## src/rtl/fsm_match_monitor_if.sv

```systemverilog
// Match-event handshake bundle: the monitor drives valid/latency, the consumer drives ready.
interface fsm_match_monitor_if #(
   parameter int LAT_W = 8
);
   logic             evt_valid;
   logic             evt_ready;
   logic [LAT_W-1:0] evt_lat;

   modport master (output evt_valid, output evt_lat, input evt_ready);
   modport slave  (input evt_valid, input evt_lat, output evt_ready);
endinterface

```

## src/rtl/fsm_match_monitor.sv

```systemverilog
// Watches the 2-bit detector state, times odd->fin latency, and reports it as a
// valid/ready event alongside saturating match statistics and sticky error flags.
module fsm_match_monitor #(
   parameter int LAT_W   = 8,
   parameter int CNT_W   = 16,
   parameter int TIMEOUT = 64
) (
   input  logic                 clk,
   input  logic                 reset,
   input  logic [1:0]           count,
   input  logic                 clr_stats,
   fsm_match_monitor_if.master  evt,
   output logic [CNT_W-1:0]     match_cnt,
   output logic                 tmo_flag,
   output logic                 err_flag
);

   typedef enum logic [1:0] {IDLE, TRK, FIN} state_t;

   localparam logic [LAT_W-1:0] TMO_L = LAT_W'(TIMEOUT);

   state_t           state, state_n;
   logic [1:0]       prev;
   logic [LAT_W-1:0] lat, lat_n, lat_inc;
   logic             valid_q, valid_n;
   logic [LAT_W-1:0] out_lat, out_lat_n;
   logic [CNT_W-1:0] cnt_n;
   logic             tmo_n, err_n;
   logic             illegal, match, tmo_set, load;

   always_ff @(posedge clk or posedge reset) begin
      if (reset) begin
         state     <= IDLE;
         prev      <= 2'b00;
         lat       <= '0;
         valid_q   <= 1'b0;
         out_lat   <= '0;
         match_cnt <= '0;
         tmo_flag  <= 1'b0;
         err_flag  <= 1'b0;
      end else begin
         state     <= state_n;
         prev      <= count;
         lat       <= lat_n;
         valid_q   <= valid_n;
         out_lat   <= out_lat_n;
         match_cnt <= cnt_n;
         tmo_flag  <= tmo_n;
         err_flag  <= err_n;
      end
   end

   always_comb begin
      state_n   = state;
      lat_n     = lat;
      match     = 1'b0;
      tmo_set   = 1'b0;
      lat_inc   = lat + 1'b1;
      illegal   = ((prev == 2'b00) && count[1])         ||
                  ((prev == 2'b01) && (count == 2'b11)) ||
                  ((prev == 2'b10) && (count == 2'b10)) ||
                  ((prev == 2'b11) && (count == 2'b10));

      case (state)
         IDLE: begin
            if (!illegal && prev == 2'b00 && count == 2'b01) begin
               state_n = TRK;
               lat_n   = '0;
            end
         end
         TRK: begin
            if (illegal || count == 2'b00) begin
               state_n = IDLE;
            end else if (prev == 2'b10 && count == 2'b01) begin
               lat_n = '0;
            end else if (prev == 2'b10 && count == 2'b11) begin
               match   = 1'b1;
               state_n = FIN;
            end else if (lat_inc == TMO_L) begin
               tmo_set = 1'b1;
               state_n = IDLE;
            end else begin
               lat_n = lat_inc;
            end
         end
         FIN: begin
            if (illegal || count == 2'b00) begin
               state_n = IDLE;
            end else if (count == 2'b01) begin
               state_n = TRK;
               lat_n   = '0;
            end
         end
         default: state_n = IDLE;
      endcase

      // A new match may replace the held event only when the slot frees on this same edge.
      load      = match && (!valid_q || evt.evt_ready);
      valid_n   = valid_q;
      out_lat_n = out_lat;
      if (load) begin
         valid_n   = 1'b1;
         out_lat_n = lat_inc;
      end else if (valid_q && evt.evt_ready) begin
         valid_n = 1'b0;
      end

      cnt_n = match_cnt;
      if (match && match_cnt != '1) cnt_n = match_cnt + 1'b1;
      tmo_n = tmo_flag | tmo_set;
      err_n = err_flag | illegal;
      if (clr_stats) begin
         cnt_n = '0;
         tmo_n = 1'b0;
         err_n = 1'b0;
      end
   end

   assign evt.evt_valid = valid_q;
   assign evt.evt_lat   = out_lat;

endmodule

```

## src/flat_wrapper.sv

```systemverilog
// flat-port wrapper written by rule: the top's interface ports become plain ports
module fsm_match_monitor_flat 
#(
   parameter int LAT_W   = 8,
   parameter int CNT_W   = 16,
   parameter int TIMEOUT = 64
)
  (clk, reset, count, clr_stats, match_cnt, tmo_flag, err_flag, evt_evt_valid, evt_evt_lat, evt_evt_ready);
  fsm_match_monitor_if #(.LAT_W(LAT_W)) evt_i ();
  input  logic clk;
  input  logic reset;
  input  logic [1:0] count;
  input  logic clr_stats;
  output logic [CNT_W-1:0] match_cnt;
  output logic tmo_flag;
  output logic err_flag;
  output wire logic [$bits(evt_i.evt_valid)-1:0] evt_evt_valid;
  output wire logic [$bits(evt_i.evt_lat)-1:0] evt_evt_lat;
  input wire logic [$bits(evt_i.evt_ready)-1:0] evt_evt_ready;
  assign evt_evt_valid = evt_i.evt_valid;
  assign evt_evt_lat = evt_i.evt_lat;
  assign evt_i.evt_ready = evt_evt_ready;
  fsm_match_monitor #(.LAT_W(LAT_W), .CNT_W(CNT_W), .TIMEOUT(TIMEOUT)) u_core (.clk(clk), .reset(reset), .count(count), .clr_stats(clr_stats), .evt(evt_i), .match_cnt(match_cnt), .tmo_flag(tmo_flag), .err_flag(err_flag));
endmodule
```

## config.mk

```make
export PLATFORM = sky130hd
export DESIGN_NAME = fsm_match_monitor_flat
export DESIGN_NICKNAME = d
export VERILOG_FILES = /design/src/rtl/fsm_match_monitor_if.sv /design/src/rtl/fsm_match_monitor.sv /design/src/flat_wrapper.sv
export SDC_FILE = /design/constraint.sdc
export NUM_CORES = 1
export LEC_CHECK = 0
export CORE_MARGIN = 2
export CORE_UTILIZATION = 55
export DETAILED_ROUTE_END_ITERATION = 6
export HOLD_SLACK_MARGIN = 0.06
export PLACE_DENSITY_LB_ADDON = 0.15
export REMOVE_ABC_BUFFERS = 1
export SYNTH_ARGS = -nofsm -noshare
export SYNTH_HDL_FRONTEND = slang
export SYNTH_SLANG_ARGS = --single-unit
```

## constraint.sdc

```tcl
create_clock -name clk -period 3.1 [get_ports clk]
set_input_delay 0.62 -clock clk [delete_from_list [all_inputs] [get_ports clk]]
set_output_delay 0.62 -clock clk [all_outputs]
set_load 0.1 [all_outputs]
```

==> summary by stage <==
Synth
Sorting the synthesized cells by area gives the leading types as sky130_fd_sc_hd__dfrtp_1 (49%), sky130_fd_sc_hd__nor2_1 (4.9%), sky130_fd_sc_hd__xor2_1 (4.4%), sky130_fd_sc_hd__nand2_1 (4.3%), sky130_fd_sc_hd__o21ai_0 (3.5%). Counting flops with an async set or reset pin after synthesis yields a share of 100%. Synthesis produced a netlist whose cell count is 208. The biggest area contributor in the post-synthesis netlist is sky130_fd_sc_hd__dfrtp_1.

The synthesized area per cell is 9.55 um^2. The synthesis warning total is 0. The proportion of netlist area held by the largest area contributor is 49.1%. The sequential area share after synthesis is 49.1%. The synthesized netlist occupies a cell area of 1990 um^2. The distinct cell type count after synthesis is 44. The number of flip-flops and latches in the synthesized netlist is 39. Yosys mapped a number of flops with a built-in enable equal to 0.

Among all flip-flop cells after synthesis, the most frequent one is sky130_fd_sc_hd__dfrtp_1.

CTS
The post-cts hold buffer count is 0. No sink is reached through more buffers than the 2 on the longest clock path. The clock transition at the registers of the reported paths is 0.11 ns. The post-CTS repair timing setup buffer count is 0. TritonCTS built the clock tree. Once the clock tree was built, the resizer swapped 0 gates to a different size. The tree is rooted in a sky130_fd_sc_hd__clkbuf_4.

The total clock buffers created by CTS is 5. CTS built an H-tree with a depth of 2. The clock reaches the later pin of the worst-skew pair after 0.34 ns. The tree built by TritonCTS fans out to 39 sinks.

Global routing
Global routing finished with a remaining overflow of 0. The pin count of the biggest net entering global routing is 40. The first global-routing pass estimated 7180 um of wire. The number of antenna violations at the first check in global routing is 0. The via count of the first global-routing pass is 1579. For this run, the total global-route usage over all layers was measured as 22.4%.

Finish
Compared with the post-synthesis result, the final layout area differs by 17.3%. The ratio of cells with drive above 1 in the final layout is 18.2%. The antenna cell count is 0. The utilization after layout is 68.7%. The library cell used most frequently in the layout, excluding fill and tap cells, is sky130_fd_sc_hd__dfrtp_1. The top cell types in the final layout, fill and taps aside, are sky130_fd_sc_hd__dfrtp_1 (39), sky130_fd_sc_hd__buf_4 (29), sky130_fd_sc_hd__nor2_1 (26). The cell area after layout is 2330 um^2. After the last flow step, the layout net total stands at 252.

After the flow finishes, the layout carries non-filler instances totaling 288.

Critical path
The largest incremental delay on the critical path is 0.59 ns. The source of the critical timing path is count[0]. In this run the worst path has a maximum fanout of 7. The total stage count of the critical path is 7. The endpoint identified for the worst register-to-register timing path is u_core.lat[0]. For the worst flop-to-flop path, the logic depth is 8.

The startpoint type of the worst setup path is an input pin. The library cell contributing the largest single delay on the critical path is sky130_fd_sc_hd__clkdlybuf4s50_1. For the worst setup path, the data arrival time is 2.84 ns.

On the critical path the largest part of the delay comes from simple AND/OR/NAND/NOR gates. The startpoint identified for the worst register-to-register timing path is u_core.lat[0]. The worst setup path is of the in2reg kind.

The critical path goes through clkdlybuf4s50_1 > nand2_2 > or4_4 > nor3b_2 > nand3_2 > or3_1 > a21oi_1. STA classifies the critical path endpoint as a register. The setup check on the worst reg-to-reg path leaves a slack of 0.83 ns.

The worst path buffer plus inverter count is 1. The required time at the endpoint of the critical path is 3.36 ns.

Detailed routing
The per-cell routed wire length is 14.4 um. Detailed routing inserted a total of 1616 vias. The count of nets left with antenna violations after detail routing is 0. For this block, the routed nets add up to 4150 um of wire.

The number of remaining DRC errors is 0. In the routed layout, each cell is associated on average with a via count of 5.61. The pre-antenna-repair detailed-routing pass consisted of 4 iterations. In this run, the number of DRC markers left after iteration 0 of detailed routing was 80.

Power
The part of the total power dissipated in sequential elements is 60.6%. IR analysis of the VDD net gives a maximum drop of 0.000198 V. The power density over cell area is 380 nW/um^2. The net switching power is 0.251 mW. The share of total power in the clock network is 26.1%.

The combinational power share is 13.3%. The fraction of power spent switching nets is 28.3%. The internal portion of total power is 0.635 mW.

The total design power is 0.886 mW. The reported leakage power is 1.05 nW.

Die
The starting utilization of the core area is 58.6%. The die covers 4110 um^2. In this run the vertical extent of the chip is 64.1 um. The row count is 21.

From left edge to right edge, the die measures 64.1 um. The area of the core is 3390 um^2. For this design the top-level I/O count stands at 33.

Place
Input and output buffers added on the ports amount to 32. Before CTS, the worst setup slack after placement is 0.168 ns. The global placement routability congestion is 0.866. The instance count after placement with tap cells included is 282. The cell area after placement is 2290 um^2. The wire-length estimate of the detail-placed layout is 2980 um.

STA
The worst slew margin relative to its limit is 58.4%. Between clock sinks in the finished design, the worst skew comes to 0.00750 ns. The number of hold-slack violations in the final timing report is 0.

Setup violations remaining at the end of the flow were counted as 0. On the final layout, the worst hold slack is 0.491 ns. At the pin with the least slew margin, the transition time is 0.622 ns. The count of pins over their slew limit came to 0. The top achievable clock speed is 388 MHz. The worst path in the final design needs a cycle of 2.57 ns, including I/O delays and setup. The worst-case setup margin in the final layout is 0.526 ns.

The setup TNS is 0 ns. Setup repair after global routing left no endpoint under its margin. The final worst-path cycle share is 83.0%.

Min path
The end of the worst hold path is u_core.evt.evt_lat[3]. The min-delay analysis places its worst path in the category reg2reg. The worst hold path begins at u_core.evt.evt_lat[3]. The number of cells on the worst hold path is 2.

Run
The max-cap violation count is 0.

Outcome
The run finished with clean final reports.
==> cells in the mapped netlist (all sizes together) (2+ instances only) <==
cell type / n
dfrtp: 39
nand3: 9
a21o: 3
a31oi: 3
clkbuf: 5
and3: 4
inv: 4
nand4: 4
or2: 3
ha: 3
nand2: 25
a211oi: 2
o2bb2ai: 2
mux2i: 2
and2: 3
xnor2: 7
nor4: 2
nor2: 26
nor3b: 2
or3: 5
o21ai: 16
o311ai: 2
xor2: 10
nor3: 2
nand2b: 4
and4: 2
a21oi: 6
o32ai: 2
nor2b: 2
==> kinds of logic (layout without fill, tap and decap cells) <==
family / Yosys count / count (layout) / synth area share, %
compound gates: 41 / 41 / 13.7
flops: 39 / 39 / 49.1
simple gates: 95 / 95 / 24.3
buf+inv: 10 / 44 / 1.89
xor+xnor: 17 / 17 / 7.50
mux: 3 / 3 / 1.58
fa+ha+maj: 3 / 3 / 1.89
==> how the worst max path moves through the flow <==
stage                           endpoint  slack [ns]
detailed placement  u_core.match_cnt[14]        0.17
floorplan           u_core.match_cnt[14]        0.59
CTS                 u_core.match_cnt[14]        0.52
finish              u_core.match_cnt[14]        0.53
global route        u_core.match_cnt[14]        0.36
global placement    u_core.match_cnt[14]        0.27
==> area by class of cell <==
cell class              instances  area, um^2
flip-flops and latches         39         976
well taps                      46        57.6
clock buffers                   6        41.3
fillers                       293        1060
inverters                       4        15.0
multi-input cells             159         972
repair buffers                 34         268
==> power groups by stage <==
stage	Combinational (mW)	Sequential, mW	Clock, mW
2_1_floorplan	0.0383	0.589	0
3_3_place_gp	0.116	0.546	0
3_5_place_dp	0.119	0.547	0
4_1_cts	0.119	0.537	0.236
5_1_grt	0.127	0.540	0.256
6_report	0.118	0.537	0.231
==> sequential cells by signal (all words and copies together), names as in the netlist <==
name / flops
u_core.state: 2
u_core.evt.evt_valid: 1
u_core.lat: 8
u_core.err_flag: 1
u_core.tmo_flag: 1
u_core.prev: 2
u_core.evt.evt_lat: 8
u_core.match_cnt: 16
==> routing by layer <==
layer / track usage (%) / wire, um
met4: 8.97 / 54
met2: 35.7 / 1970
met5: 0 / 0
met3: 5.63 / 168
met1: 29.1 / 1960
==> worst reg2reg max path, delay by kind of cell (launching register included) <==
kind	cells	cell delay [ns]
AND/OR/NAND/NOR	4	0.86
flip-flops	1	0.45
buffers and inverters	1	0.10
multiplexers	1	0.15
adder cells (fa/ha/maj)	1	0.35
AO/OA/AOI/OAI	1	0.29
Power figures use the tool's default switching activity.
